<file path="config.mk">
export PLATFORM = sky130hd
export DESIGN_NAME = dmem_arbiter
export DESIGN_NICKNAME = d
export VERILOG_FILES = /design/src/rtl/dmem_arbiter.sv
export SDC_FILE = /design/constraint.sdc
export NUM_CORES = 1
export LEC_CHECK = 0
export CORE_ASPECT_RATIO = 0.7
export CORE_MARGIN = 3
export CORE_UTILIZATION = 32
export CTS_BUF_LIST = sky130_fd_sc_hd__clkbuf_2 sky130_fd_sc_hd__clkbuf_4 sky130_fd_sc_hd__clkbuf_8
export DETAILED_ROUTE_END_ITERATION = 7
export PLACE_DENSITY = 0.83
export REMOVE_ABC_BUFFERS = 1
export SYNTH_ARGS = -nofsm -noshare
export SYNTH_HDL_FRONTEND = slang
export SYNTH_SLANG_ARGS = --single-unit
</file>
<file path="constraint.sdc">
create_clock -name i_clk -period 2.73 [get_ports i_clk]
set_input_delay 0.819 -clock i_clk [delete_from_list [all_inputs] [get_ports i_clk]]
set_output_delay 0.819 -clock i_clk [all_outputs]
set_load 0.01 [all_outputs]
</file>
<file path="src/rtl/dmem_arbiter.sv">
// -----------------------------------------------------------------------------
// dmem_arbiter
//
// Shares one single-port, word-addressed data memory between two requesters.
//   port 0 : core load/store path (default priority holder)
//   port 1 : debug / program-loader path (protected from starvation)
//
// At most one access is granted per cycle. The granted port's request fields
// drive the memory directly. Load data from the memory is captured at the
// end of the grant cycle and returned one cycle later with an rvalid strobe.
//
// Build option:
//   DMEM_ARB_ROUND_ROBIN_EN  - when defined, the wait counter is replaced by a
//                              priority flag that flips after every contended
//                              grant, so the two ports strictly alternate.
//                              When undefined, port 0 has fixed priority and
//                              port 1 takes priority after P_MAX_WAIT
//                              consecutive denied cycles.
//
// Ports:
//   i_clk, i_rst_n                 clock, asynchronous active-low reset
//   i_pN_req/we/addr/f3/wdata      request from port N (held until granted)
//   o_pN_gnt                       combinational grant, access happens now
//   o_pN_rvalid, o_pN_rdata        registered load response (1-cycle latency)
//   o_mem_we/addr/f3/wdata         memory command
//   i_mem_rdata                    memory combinational read data
// -----------------------------------------------------------------------------
module dmem_arbiter #(
  parameter int P_ADDR_WIDTH = 11,
  parameter int P_DATA_WIDTH = 32,
  parameter int P_MAX_WAIT   = 4
) (
  input  logic                    i_clk,
  input  logic                    i_rst_n,

  input  logic                    i_p0_req,
  input  logic                    i_p0_we,
  input  logic [P_ADDR_WIDTH-1:0] i_p0_addr,
  input  logic [2:0]              i_p0_f3,
  input  logic [P_DATA_WIDTH-1:0] i_p0_wdata,
  output logic                    o_p0_gnt,
  output logic                    o_p0_rvalid,
  output logic [P_DATA_WIDTH-1:0] o_p0_rdata,

  input  logic                    i_p1_req,
  input  logic                    i_p1_we,
  input  logic [P_ADDR_WIDTH-1:0] i_p1_addr,
  input  logic [2:0]              i_p1_f3,
  input  logic [P_DATA_WIDTH-1:0] i_p1_wdata,
  output logic                    o_p1_gnt,
  output logic                    o_p1_rvalid,
  output logic [P_DATA_WIDTH-1:0] o_p1_rdata,

  output logic                    o_mem_we,
  output logic [P_ADDR_WIDTH-1:0] o_mem_addr,
  output logic [2:0]              o_mem_f3,
  output logic [P_DATA_WIDTH-1:0] o_mem_wdata,
  input  logic [P_DATA_WIDTH-1:0] i_mem_rdata
);

  // 1 when port 1 wins a contended cycle.
  logic prio1;

`ifdef DMEM_ARB_ROUND_ROBIN_EN
  logic prio_reg;

  // Only contended grants move priority; an uncontested grant leaves it alone.
  always_ff @(posedge i_clk or negedge i_rst_n) begin
    if (!i_rst_n) begin
      prio_reg <= 1'b0;
    end else if (i_p0_req && i_p1_req && (o_p0_gnt || o_p1_gnt)) begin
      prio_reg <= ~prio_reg;
    end
  end

  assign prio1 = prio_reg;
`else
  localparam logic [3:0] LP_MAX_WAIT = 4'(P_MAX_WAIT);

  logic [3:0] wait_cnt_reg;

  // Counts consecutive cycles port 1 asked and was refused. Any cycle port 1
  // is served or stops asking restarts the count.
  always_ff @(posedge i_clk or negedge i_rst_n) begin
    if (!i_rst_n) begin
      wait_cnt_reg <= 4'd0;
    end else if (!i_p1_req || o_p1_gnt) begin
      wait_cnt_reg <= 4'd0;
    end else if (wait_cnt_reg != LP_MAX_WAIT) begin
      wait_cnt_reg <= wait_cnt_reg + 4'd1;
    end
  end

  assign prio1 = (wait_cnt_reg == LP_MAX_WAIT);
`endif

  // Grant: a lone requester always wins; under contention the priority holder
  // wins. Both grants are held low while reset is asserted.
  always_comb begin
    o_p0_gnt = 1'b0;
    o_p1_gnt = 1'b0;
    if (i_rst_n) begin
      if (i_p0_req && (!i_p1_req || !prio1)) begin
        o_p0_gnt = 1'b1;
      end else if (i_p1_req) begin
        o_p1_gnt = 1'b1;
      end
    end
  end

  // Memory command mux. With no grant the fields follow port 0 so the bus is
  // stable; the write enable is what keeps the memory safe.
  always_comb begin
    o_mem_we    = (o_p0_gnt & i_p0_we) | (o_p1_gnt & i_p1_we);
    o_mem_addr  = i_p0_addr;
    o_mem_f3    = i_p0_f3;
    o_mem_wdata = i_p0_wdata;
    if (o_p1_gnt) begin
      o_mem_addr  = i_p1_addr;
      o_mem_f3    = i_p1_f3;
      o_mem_wdata = i_p1_wdata;
    end
  end

  // Per-port load response registers.
  logic [1:0]              gnt;
  logic [1:0]              req_we;
  logic [1:0]              rvalid_reg;
  logic [P_DATA_WIDTH-1:0] rdata_reg [2];

  assign gnt    = {o_p1_gnt, o_p0_gnt};
  assign req_we = {i_p1_we, i_p0_we};

  genvar gi;
  generate
    for (gi = 0; gi < 2; gi++) begin : g_resp
      always_ff @(posedge i_clk or negedge i_rst_n) begin
        if (!i_rst_n) begin
          rvalid_reg[gi] <= 1'b0;
          rdata_reg[gi]  <= '0;
        end else begin
          rvalid_reg[gi] <= gnt[gi] & ~req_we[gi];
          // Only a granted load updates the word; otherwise it is held.
          if (gnt[gi] && !req_we[gi]) begin
            rdata_reg[gi] <= i_mem_rdata;
          end
        end
      end
    end
  endgenerate

  assign o_p0_rvalid = rvalid_reg[0];
  assign o_p1_rvalid = rvalid_reg[1];
  assign o_p0_rdata  = rdata_reg[0];
  assign o_p1_rdata  = rdata_reg[1];

endmodule
</file>
==> results of run 1 <==
cells by family (layout without fill, tap and decap cells):
| kind of cell | after synthesis | in the layout |
|---|---|---|
| adder cells (fa/ha/maj) | 2 | 2 |
| flip-flops | 70 | 70 |
| XOR/XNOR | 2 | 2 |
| buffers and inverters | 15 | 299 |
| multiplexers | 110 | 110 |
| AND/OR/NAND/NOR | 11 | 11 |
| AO/OA/AOI/OAI | 10 | 10 |
critical path, delay by kind of cell:
kind / cells / cell delay (ps)
AOI/OAI and AO/OA: 1 / 180
buffers and inverters: 5 / 720
muxes: 1 / 310
and+or+nand+nor: 1 / 70
Yosys cell counts:
cell type  count  area, µm²
a211oi_4       2       40.0
nand2_1        6       22.5
a22o_1         1       8.76
buf_2          3       15.0
dfrtp_1       70       1750
a21oi_1        3       15.0
ha_1           2       25.0
o32ai_1        2       17.5
inv_1          3       11.3
buf_4          3       22.5
o21ai_0        2       10.0
nand3_1        1       5.00
nand3b_4       1       20.0
xor2_1         2       17.5
and3b_1        1       8.76
mux2_2       104       1170
nor2_1         1       3.75
nor3b_1        1       7.51
mux2_1         6       67.6
buf_6          6       67.6
power breakdown:
| group | internal (mW) | switching [mW] |
|---|---|---|
| Sequential | 1.24 | 0.107 |
| Combinational | 0.861 | 0.453 |
| Clock | 0.598 | 0.366 |
worst max-delay path by stage:
stage	from	end	slack [ps]	cells past startpoint
detailed placement	i_p1_req	o_mem_wdata[26]	-800	6
global placement	i_p1_req	o_mem_wdata[26]	-790	6
floorplan	i_rst_n	o_mem_addr[0]	-1970	3
global route	wait_cnt_reg[1]	o_mem_addr[8]	-260	9
CTS	wait_cnt_reg[1]	o_mem_wdata[23]	-160	8
finish	i_p1_req	o_mem_addr[8]	-200	8
routing by layer:
metal / up-vias / share of wire / routed length (µm) / global-route usage
li1: 1357 / - / - / -
met1: 1422 / 0.41 / 5220 / 0.272
met2: 109 / 0.50 / 6490 / 0.361
met3: 22 / 0.071 / 918 / 0.0700
met4: 0 / 0.018 / 238 / 0.0625
met5: - / 0 / 0 / 0
through the flow:
stage	worst slack [ps]	cell area, µm²	cells
floorplan	-1970	3200	208
global placement	-787	6000	600
detailed placement	-799	6000	600
CTS	-163	6680	629
global route	-262	6720	632
finish	-197	6720	632
final cells by class:
class                   count  area [µm²]  share of cell area
well taps                 128         160              0.0238
multi-input cells         135        1620               0.241
flip-flops and latches     70        1750               0.261
repair buffers            280        2940               0.437
clock inverters             3        65.1             0.00969
inverters                   3        11.3             0.00168
clock buffers              13         173              0.0257
timing repair:
action,4_1_cts,5_1_grt
hold buffers,0,0
gates resized for setup,285,5
setup endpoints to repair,49,47
setup buffers,8,3
gates cloned,6,1
pin swaps,2,1
==> metrics.csv, run 1 <==
stage,metric,value,unit
cts,clk_latency,330,ps
cts,cts_num_sinks,70,
sta,setup_violations,46,
die,top_level_ports,245,
route,num_vias,2910,
synthesis,yosys_register_bits,70,
finish,drive_gt1_frac,0.427,
setup_path,critical_path.slowest_cell,mux2_4,
synthesis,yosys.area_share.xor_xnor,0.00530,
finish,area_growth,103,%
sta,rsz0062_at_grt,yes,
synthesis,synthSimpleGateAreaFrac,0.0204,
power,vdd_drop_max,0.000413,V
sta,slew_headroom,0.416,
route,viasPerCell,4.60,
synthesis,synth_warnings,0,
power,p_leak,2.90,nW
die,initial_core_util,0.335,
setup_path,path_max_fanout,4,
global_routing,globalRouteOverflowTotal,0,
finish,fin_util,0.680,
synthesis,netlist_area,0.00331,mm²
synthesis,synth_top_family_by_area,multiplexers,
route,avgRoutedWirePerCell,20.4,µm
global_routing,grt_pass1_vias,3369,
sta,fin_crit_sh,1.07,
place,place.gp.congestion,0.867,
setup_path,crit-reg2reg-launch,wait_cnt_reg[0],
setup_path,required,1910,ps
die,die_h,91.1,µm
worst_hold_path,hold_class,input port to async pin,
route,drt_iter0_markers,97,
synthesis,ys_seq_area_frac,0.530,
cts,clock_path_buffers,2,
route,drt-total-wl,12900,µm
setup_path,worstPathCellList,clkdlybuf4s15_2 > nand2_2 > a21oi_4 > buf_6 > buf_6 > buf_16 > mux2_4 > buf_6,
sta,worst_pin_slew,876,ps
place,numPortBuffers,244,
outcome,status,"finished, violations left",
synthesis,synth-adder-area-share,0.00756,
place,hpwl,9110,µm
synthesis,synth_compound_area_frac,0.0276,
run,max-cap-violations,0,
setup_path,critPathCaptureType,output pin,
cts,root_buffer,clkbuf_8,
route,remaining_drc_errors,0,
synthesis,avgSynthCellArea,15.0,µm²
cts,cts_tree,done,
sta,fin_ws,-197,ps
finish,layout_common_cells,"clkdlybuf4s50_1, dfrtp_1, mux2_2",
sta,fmax,342,MHz
finish,layout_commonest_cell,clkdlybuf4s50_1,
cts,numCtsBuffers,9,
sta,finalMaxSlewViolations,0,
setup_path,arrival,2110,ps
setup_path,r2r.worst_path.cells,7,
global_routing,grt_start_max_net_pins,72,
cts,clkTransAtPathRegs,70,ps
power,p_per_area,540,mW/mm²
die,die_x,128,µm
power,power,3.63,mW
setup_path,r2r_setup_slack,740,ps
sta,tns,-6980,ps
route,drt_pass1_iterations,4,
global_routing,antenna_found_initial,0,
die,num_rows,30,
synthesis,postSynthCellCount,220,
cts,htreeDepth,3,
setup_path,critical_path_class,input port to output pin,
setup_path,worst_path_most_repeated_cell,buf_6,
global_routing,grt_pass1_wl,19400,µm
outcome,violations,negative setup slack,
die,dieArea,0.0116,mm²
synthesis,synth.distinct_cells,20,
die,design.core.area,0.00987,mm²
route,ant_nets,0,
sta,hold_violations,0,
setup_path,cpPeakStageDelay,310,ps
synthesis,synth_mux_area_frac,0.374,
sta,fin_crit,2930,ps
finish,layout.nets,631,
global_routing,grtUsageTotal,0.218,
setup_path,rr_endpoint,o_p0_rdata[5],
finish,fill_cells,684,
sta,whs,276,ps
finish,diodes,0,
sta,fin_worst_skew,4.30,ps
setup_path,start_kind,input port,
Power figures use the tool's default switching activity.
==> run 2, diff against run 1 <==
==> constraint.sdc (replaced) <==
create_clock -name i_clk -period 2.73 [get_ports i_clk]
set_input_delay 0.819 -clock i_clk [delete_from_list [all_inputs] [get_ports i_clk]]
set_output_delay 0.819 -clock i_clk [all_outputs]
set_load 0.005 [all_outputs]
==> run 2 against run 1 <==
Compared with the run above:
- the run still ends with negative setup slack left
- global-route usage down 0.45 points
- utilization shrank 0.29 points
- die area unchanged
- wire length fell by 1.0%
- final area decreased by 0.43%
- clock-buffer cell count is 2 lower
- sequential share of layout area rose by 0.11 points
- combinational power down 8%
- sequential power barely moved
- clock power fell by 3.2%
- worst setup slack lost 52 ps
- largest cell class unchanged
- highest routed layer unchanged
==> metrics.csv, run 2 (synthesis results as in run 1) <==
stage,metric,value,unit,change
route,num_vias,2941,,was 2910
sta,fmax,336,MHz,was 342 MHz
sta,slew_headroom,0.415,,was 0.416
cts,numCtsBuffers,9,,unchanged
global_routing,use_met2,0.342,,was 0.361
finish,layout_commonest_cell,clkdlybuf4s50_1,,unchanged
global_routing,antenna_found_initial,0,,unchanged
global_routing,globalRouteOverflowTotal,0,,unchanged
place,place_inst,597,,was 600
place,place.gp.congestion,0.946,,was 0.867
global_routing,grt_pass1_wl,19100,µm,was 19400 µm
setup_path,required,1910,ps,about the same
setup_path,rr_endpoint,o_p0_rdata[1],,was o_p0_rdata[5]
setup_path,arrival,2160,ps,was 2110 ps
global_routing,grt_use_met3,0.0688,,was 0.0700
power,p_per_area,522,mW/mm²,was 540 mW/mm²
die,num_rows,30,,unchanged
sta,fin_crit,2980,ps,was 2930 ps
die,initial_core_util,0.335,,unchanged
power,p_sw,0.847,mW,was 0.926 mW
sta,setup_violations,44,,was 46
cts,clock_path_buffers,2,,unchanged
power,pwr-share-comb,0.346,,was 0.362
place,place_ws,-771,ps,was -799 ps
power,clkPwrFrac,0.267,,was 0.266
place,hpwl,9140,µm,was 9110 µm
power,vdd_drop_max,0.000459,V,was 0.000413 V
finish,diodes,0,,unchanged
finish,layout_common_cells,"clkdlybuf4s50_1, dfrtp_1, mux2_2",,unchanged
route,avgRoutedWirePerCell,20.1,µm,was 20.4 µm
sta,fin_worst_skew,9.65,ps,was 4.30 ps
worst_hold_path,hold_class,input port to async pin,,unchanged
setup_path,cpPeakStageDelay,400,ps,was 310 ps
setup_path,critical_path.slowest_cell,dfrtp_1,,was mux2_4
route,drt_pass1_iterations,4,,unchanged
route,drt_iter0_markers,112,,was 97
power,switching_share,0.242,,was 0.255
setup_path,worstPathCellList,inv_2 > ha_4 > nand3b_4 > a21oi_4 > buf_6 > buf_8 > buf_12 > buf_16 > mux2_4 > buf_6,,was clkdlybuf4s15_2 > nand2_2 > a21oi_4 > buf_6 > buf_6 > buf_16 > mux2_4 > buf_6
run,max-cap-violations,0,,unchanged
sta,fin_ws,-249,ps,was -197 ps
sta,fin_crit_sh,1.09,,was 1.07
sta,rsz0062_at_grt,yes,,unchanged
power,p_leak,2.90,nW,about the same
die,dieArea,0.0116,mm²,unchanged
route,drt-total-wl,12700,µm,was 12900 µm
setup_path,critPathCaptureType,output pin,,unchanged
route,viasPerCell,4.63,,was 4.60
outcome,violations,negative setup slack,,unchanged
global_routing,grt_start_max_net_pins,72,,unchanged
setup_path,crit_buf_inv,6,,was 5
global_routing,met1_usage,0.284,,was 0.272
finish,fin_cells,635,,was 632
setup_path,crit_family,buffers and inverters,,unchanged
global_routing,top_usage_layer,met2,,unchanged
global_routing,grtUsageTotal,0.213,,was 0.218
power,intPower,2.65,mW,was 2.70 mW
setup_path,r2r.worst_path.cells,7,,unchanged
sta,finalMaxSlewViolations,0,,unchanged
cts,cts_num_sinks,70,,unchanged
sta,worst_pin_slew,877,ps,was 876 ps
setup_path,start_kind,flop,,was input port
global_routing,grt_pass1_vias,3251,,was 3369
sta,tns,-7470,ps,was -6980 ps
die,die_x,128,µm,unchanged
place,numPortBuffers,244,,unchanged
cts,ctsHoldBuffers,0,,unchanged
setup_path,path_max_fanout,5,,was 4
cts,clkTransAtPathRegs,70,ps,about the same
setup_path,critical_path_class,flop to output pin,,was input port to output pin
outcome,status,"finished, violations left",,unchanged
setup_path,crit-reg2reg-launch,wait_cnt_reg[0],,unchanged
cts,clk_latency,340,ps,was 330 ps
cts,root_buffer,clkbuf_8,,unchanged
die,top_level_ports,245,,unchanged
die,die_h,91.1,µm,unchanged
cts,cts_tree,done,,unchanged
setup_path,r2r_setup_slack,750,ps,was 740 ps
finish,drive_gt1_frac,0.430,,was 0.427
finish,layout.nets,634,,was 631
sta,hold_violations,0,,unchanged
die,design.core.area,0.00987,mm²,unchanged
finish,area_growth,102,%,was 103%
route,ant_nets,0,,unchanged
setup_path,worst_path_most_repeated_cell,buf_6,,unchanged
power,seqPwrFrac,0.387,,was 0.372
route,remaining_drc_errors,0,,unchanged
cts,htreeDepth,3,,unchanged
## run 2: cell types whose count changed in the layout (fill, tap and decap cells not counted), moves of 3 or more
cell	delta
buf_16	-4
buf_2	-3
clkbuf_2	+7
clkdlybuf4s15_2	-3
mux2_2	-4
mux2_4	+4
## run 2: worst max path at each step
stage	start	end	slack, ps	depth (start not counted)
floorplan	i_rst_n	o_mem_addr[0]	-1850	3
global placement	i_p1_req	o_mem_wdata[9]	-730	6
detailed placement	i_p1_req	o_mem_addr[5]	-770	6
CTS	wait_cnt_reg[0]	o_mem_wdata[21]	-290	11
global route	wait_cnt_reg[0]	o_mem_addr[10]	-350	10
finish	wait_cnt_reg[0]	o_mem_addr[10]	-250	10
## run 2: metrics by stage
stage	area, µm²	total power [mW]	hold WS, ps	utilization
6_report	6690	3.49	296	0.677
5_1_grt	6690	3.68	268	0.677
4_1_cts	6690	3.52	276	0.678
3_5_place_dp	5980	2.49	478	0.605
3_3_place_gp	5980	2.45	466	0.605
2_1_floorplan	3200	1.66	483	-
## run 2: routing by layer
layer  vias to the layer above  wire length, µm
met3                        11              738
met5                         -                0
met1                      1479             5480
met4                         0              128
li1                       1359                -
met2                        92             6380
## run 2: what timing repair did
item / 4_1_cts / 5_1_grt
endpoints found under the setup margin: 49 / 47
pin swaps: 2 / 2
setup buffers: 21 / 2
cloned: 5 / 1
gates resized for setup: 256 / 36
## run 2: final cells by class
cell class              instances  area (µm²)
clock buffers                  11         145
clock inverters                 5        82.6
fillers                       716        3180
inverters                       3        11.3
multi-input cells             135        1640
flip-flops and latches         70        1750
well taps                     128         160
repair buffers                283        2900
## run 2: power by group through the flow
| stage | Clock, mW | Combinational [mW] | Sequential, mW |
|---|---|---|---|
| after detailed placement | 0 | 1.12 | 1.37 |
| after global routing | 1.02 | 1.28 | 1.38 |
| after global placement | 0 | 1.10 | 1.35 |
| final | 0.933 | 1.21 | 1.35 |
| after floorplan | 0 | 0.282 | 1.38 |
| after CTS | 0.964 | 1.20 | 1.36 |
==> run 3, diff against run 2 <==
--- a/config.mk
+++ b/config.mk
@@ -5,12 +5,15 @@
 export SDC_FILE = /design/constraint.sdc
 export NUM_CORES = 1
 export LEC_CHECK = 0
+export CELL_PAD_IN_SITES_DETAIL_PLACEMENT = 0
+export CELL_PAD_IN_SITES_GLOBAL_PLACEMENT = 2
 export CORE_ASPECT_RATIO = 0.7
 export CORE_MARGIN = 3
-export CORE_UTILIZATION = 32
+export CORE_UTILIZATION = 19
 export CTS_BUF_LIST = sky130_fd_sc_hd__clkbuf_2 sky130_fd_sc_hd__clkbuf_4 sky130_fd_sc_hd__clkbuf_8
+export CTS_CLUSTER_DIAMETER = 200
 export DETAILED_ROUTE_END_ITERATION = 7
-export PLACE_DENSITY = 0.83
+export PLACE_DENSITY = 0.84
 export REMOVE_ABC_BUFFERS = 1
 export SYNTH_ARGS = -nofsm -noshare
 export SYNTH_HDL_FRONTEND = slang
==> run 3 against run 2 <==
Compared with the run above:
- the flow still finishes with violations (negative setup slack)
- sequential share of layout area is 0.85 points lower
- utilization down 26 points
- non-clock buffer count increased by 2
- largest power group unchanged
- via count shrank 0.82%
- wire length fell by 1.1%
==> metrics.csv, run 3 (synthesis results as in run 1) <==
stage,metric,value,unit,change
finish,regArea,0.00175,mm²,unchanged
cts,numCtsBuffers,9,,unchanged
outcome,violations,negative setup slack,,unchanged
finish,fill_cells,1578,,was 716
die,design.core.area,0.0167,mm²,was 0.00987 mm²
die,num_rows,39,,was 30
die,die_x,164,µm,was 128 µm
place,numPortBuffers,244,,unchanged
global_routing,grtUsageTotal,0.126,,was 0.213
place,place.gp.congestion,0.724,,was 0.946
run,max-cap-violations,0,,unchanged
die,initial_core_util,0.198,,was 0.335
place,hpwl,9270,µm,was 9140 µm
finish,area_growth,109,%,was 102%
cts,cts_num_sinks,70,,unchanged
sta,whs,494,ps,was 296 ps
route,ant_nets,0,,unchanged
finish,fin_cells,735,,was 635
cts,clk_latency,340,ps,about the same
finish,multi_input_area,0.00163,mm²,was 0.00164 mm²
power,p_per_area,539,mW/mm²,was 522 mW/mm²
sta,rsz0062_at_grt,yes,,unchanged
cts,htreeDepth,3,,unchanged
route,drt_pass1_iterations,4,,unchanged
worst_hold_path,hold_class,flop to flop,,was input port to async pin
setup_path,r2r.worst_path.cells,7,,unchanged
setup_path,path_max_fanout,8,,was 5
power,p_leak,2.95,nW,was 2.90 nW
die,top_level_ports,245,,unchanged
sta,fmax,346,MHz,was 336 MHz
setup_path,arrival,2070,ps,was 2160 ps
global_routing,grt_pass1_vias,3166,,was 3251
route,num_vias,2917,,was 2941
cts,cts_tree,done,,unchanged
sta,fin_crit,2890,ps,was 2980 ps
setup_path,start_kind,flop,,unchanged
setup_path,critPathCaptureType,output pin,,unchanged
global_routing,antenna_found_initial,0,,unchanged
finish,layout.nets,636,,was 634
route,avgRoutedWirePerCell,17.1,µm,was 20.1 µm
setup_path,rr_endpoint,o_p0_rdata[29],,was o_p0_rdata[1]
setup_path,required,1910,ps,about the same
finish,layout_commonest_cell,clkdlybuf4s50_1,,unchanged
route,drt-total-wl,12600,µm,was 12700 µm
outcome,status,"finished, violations left",,unchanged
place,place_inst,695,,was 597
cts,root_buffer,clkbuf_8,,unchanged
global_routing,grt_start_max_net_pins,74,,was 72
finish,layout_common_cells,"clkdlybuf4s50_1, dfrtp_1, mux2_2",,unchanged
sta,fin_ws,-157,ps,was -249 ps
global_routing,grt_pass1_wl,18300,µm,was 19100 µm
route,viasPerCell,3.97,,was 4.63
cts,clkTransAtPathRegs,70,ps,about the same
global_routing,globalRouteOverflowTotal,0,,unchanged
cts,clock_path_buffers,2,,unchanged
setup_path,crit-reg2reg-launch,wait_cnt_reg[0],,unchanged
sta,worst_pin_slew,918,ps,was 877 ps
worst_hold_path,hold-path-cell-count,1,,
sta,fin_crit_sh,1.06,,was 1.09
setup_path,critical_path_class,flop to output pin,,unchanged
route,drt_iter0_markers,100,,was 112
worst_hold_path,hold_start,o_p0_rdata[22],,
sta,setup_violations,46,,was 44
sta,hold_violations,0,,unchanged
die,die_h,116,µm,was 91.1 µm
worst_hold_path,min_to,o_p0_rdata[22],,
power,vdd_drop_max,0.000268,V,was 0.000459 V
setup_path,r2r_setup_slack,760,ps,was 750 ps
sta,fin_worst_skew,6.06,ps,was 9.65 ps
sta,slew_headroom,0.388,,was 0.415
die,dieArea,0.0191,mm²,was 0.0116 mm²
sta,finalMaxSlewViolations,0,,unchanged
route,remaining_drc_errors,0,,unchanged
finish,drive_gt1_frac,0.432,,was 0.430
run 3: layer usage:
layer | wire length, µm | GRT usage | up-vias
met1 | 5690 | 0.177 | 1476
met4 | 39 | 0.0186 | 0
li1 | - | - | 1363
met3 | 660 | 0.0379 | 4
met5 | 0 | 0 | -
met2 | 6210 | 0.195 | 74
run 3: how the worst max path moves through the flow:
stage	start	to	slack, ps	cells after the start
final	wait_cnt_reg[0]	o_mem_addr[7]	-160	9
after global routing	wait_cnt_reg[0]	o_mem_wdata[10]	-270	9
after CTS	wait_cnt_reg[1]	o_mem_addr[7]	-220	10
after detailed placement	i_p1_req	o_mem_wdata[19]	-750	6
after global placement	i_p1_req	o_mem_f3[1]	-750	6
after floorplan	i_rst_n	o_mem_addr[0]	-1850	3
run 3: metrics by stage:
step	power (mW)	util	TNS, ps	worst slack (ps)	area (µm²)
2_1_floorplan	1.66	-	-88240	-1850	3200
3_3_place_gp	2.47	0.367	-37710	-748	6120
3_5_place_dp	2.49	0.367	-38150	-749	6120
4_1_cts	3.79	0.412	-6950	-220	6880
5_1_grt	3.93	0.414	-10290	-273	6910
6_report	3.73	0.414	-5400	-157	6910
run 3: critical path, stage by stage, from the launching register on:
cell and delay [ps]:
dfrtp_1 390, inv_2 80, ha_4 150, nand3b_4 90
a21oi_4 200, buf_6 140, buf_12 120, buf_8 130
mux2_4 300, buf_6 120
run 3: report_power, final:
group | switching, mW | total (mW) | internal (mW)
logic | 0.339 | 1.20 | 0.860
clock network | 0.387 | 1.18 | 0.789
registers | 0.110 | 1.35 | 1.24
run 3: layout make-up:
class	count	share of cell area
multi-input cells	135	0.236
inverters	3	0.00163
clock buffers	9	0.0179
repair buffers	285	0.427
well taps	225	0.0407
diodes	1	0.000362
flip-flops and latches	70	0.253
clock inverters	7	0.0232
run 3: timing repair:
item / 4_1_cts / 5_1_grt
hold buffers: 0 / 0
pin swaps: 3 / 2
gates cloned: 3 / 0
setup endpoints to repair: 49 / 48
resized for setup: 303 / 18
buffers inserted: 20 / 6
hold endpoints to repair: 0 / 0
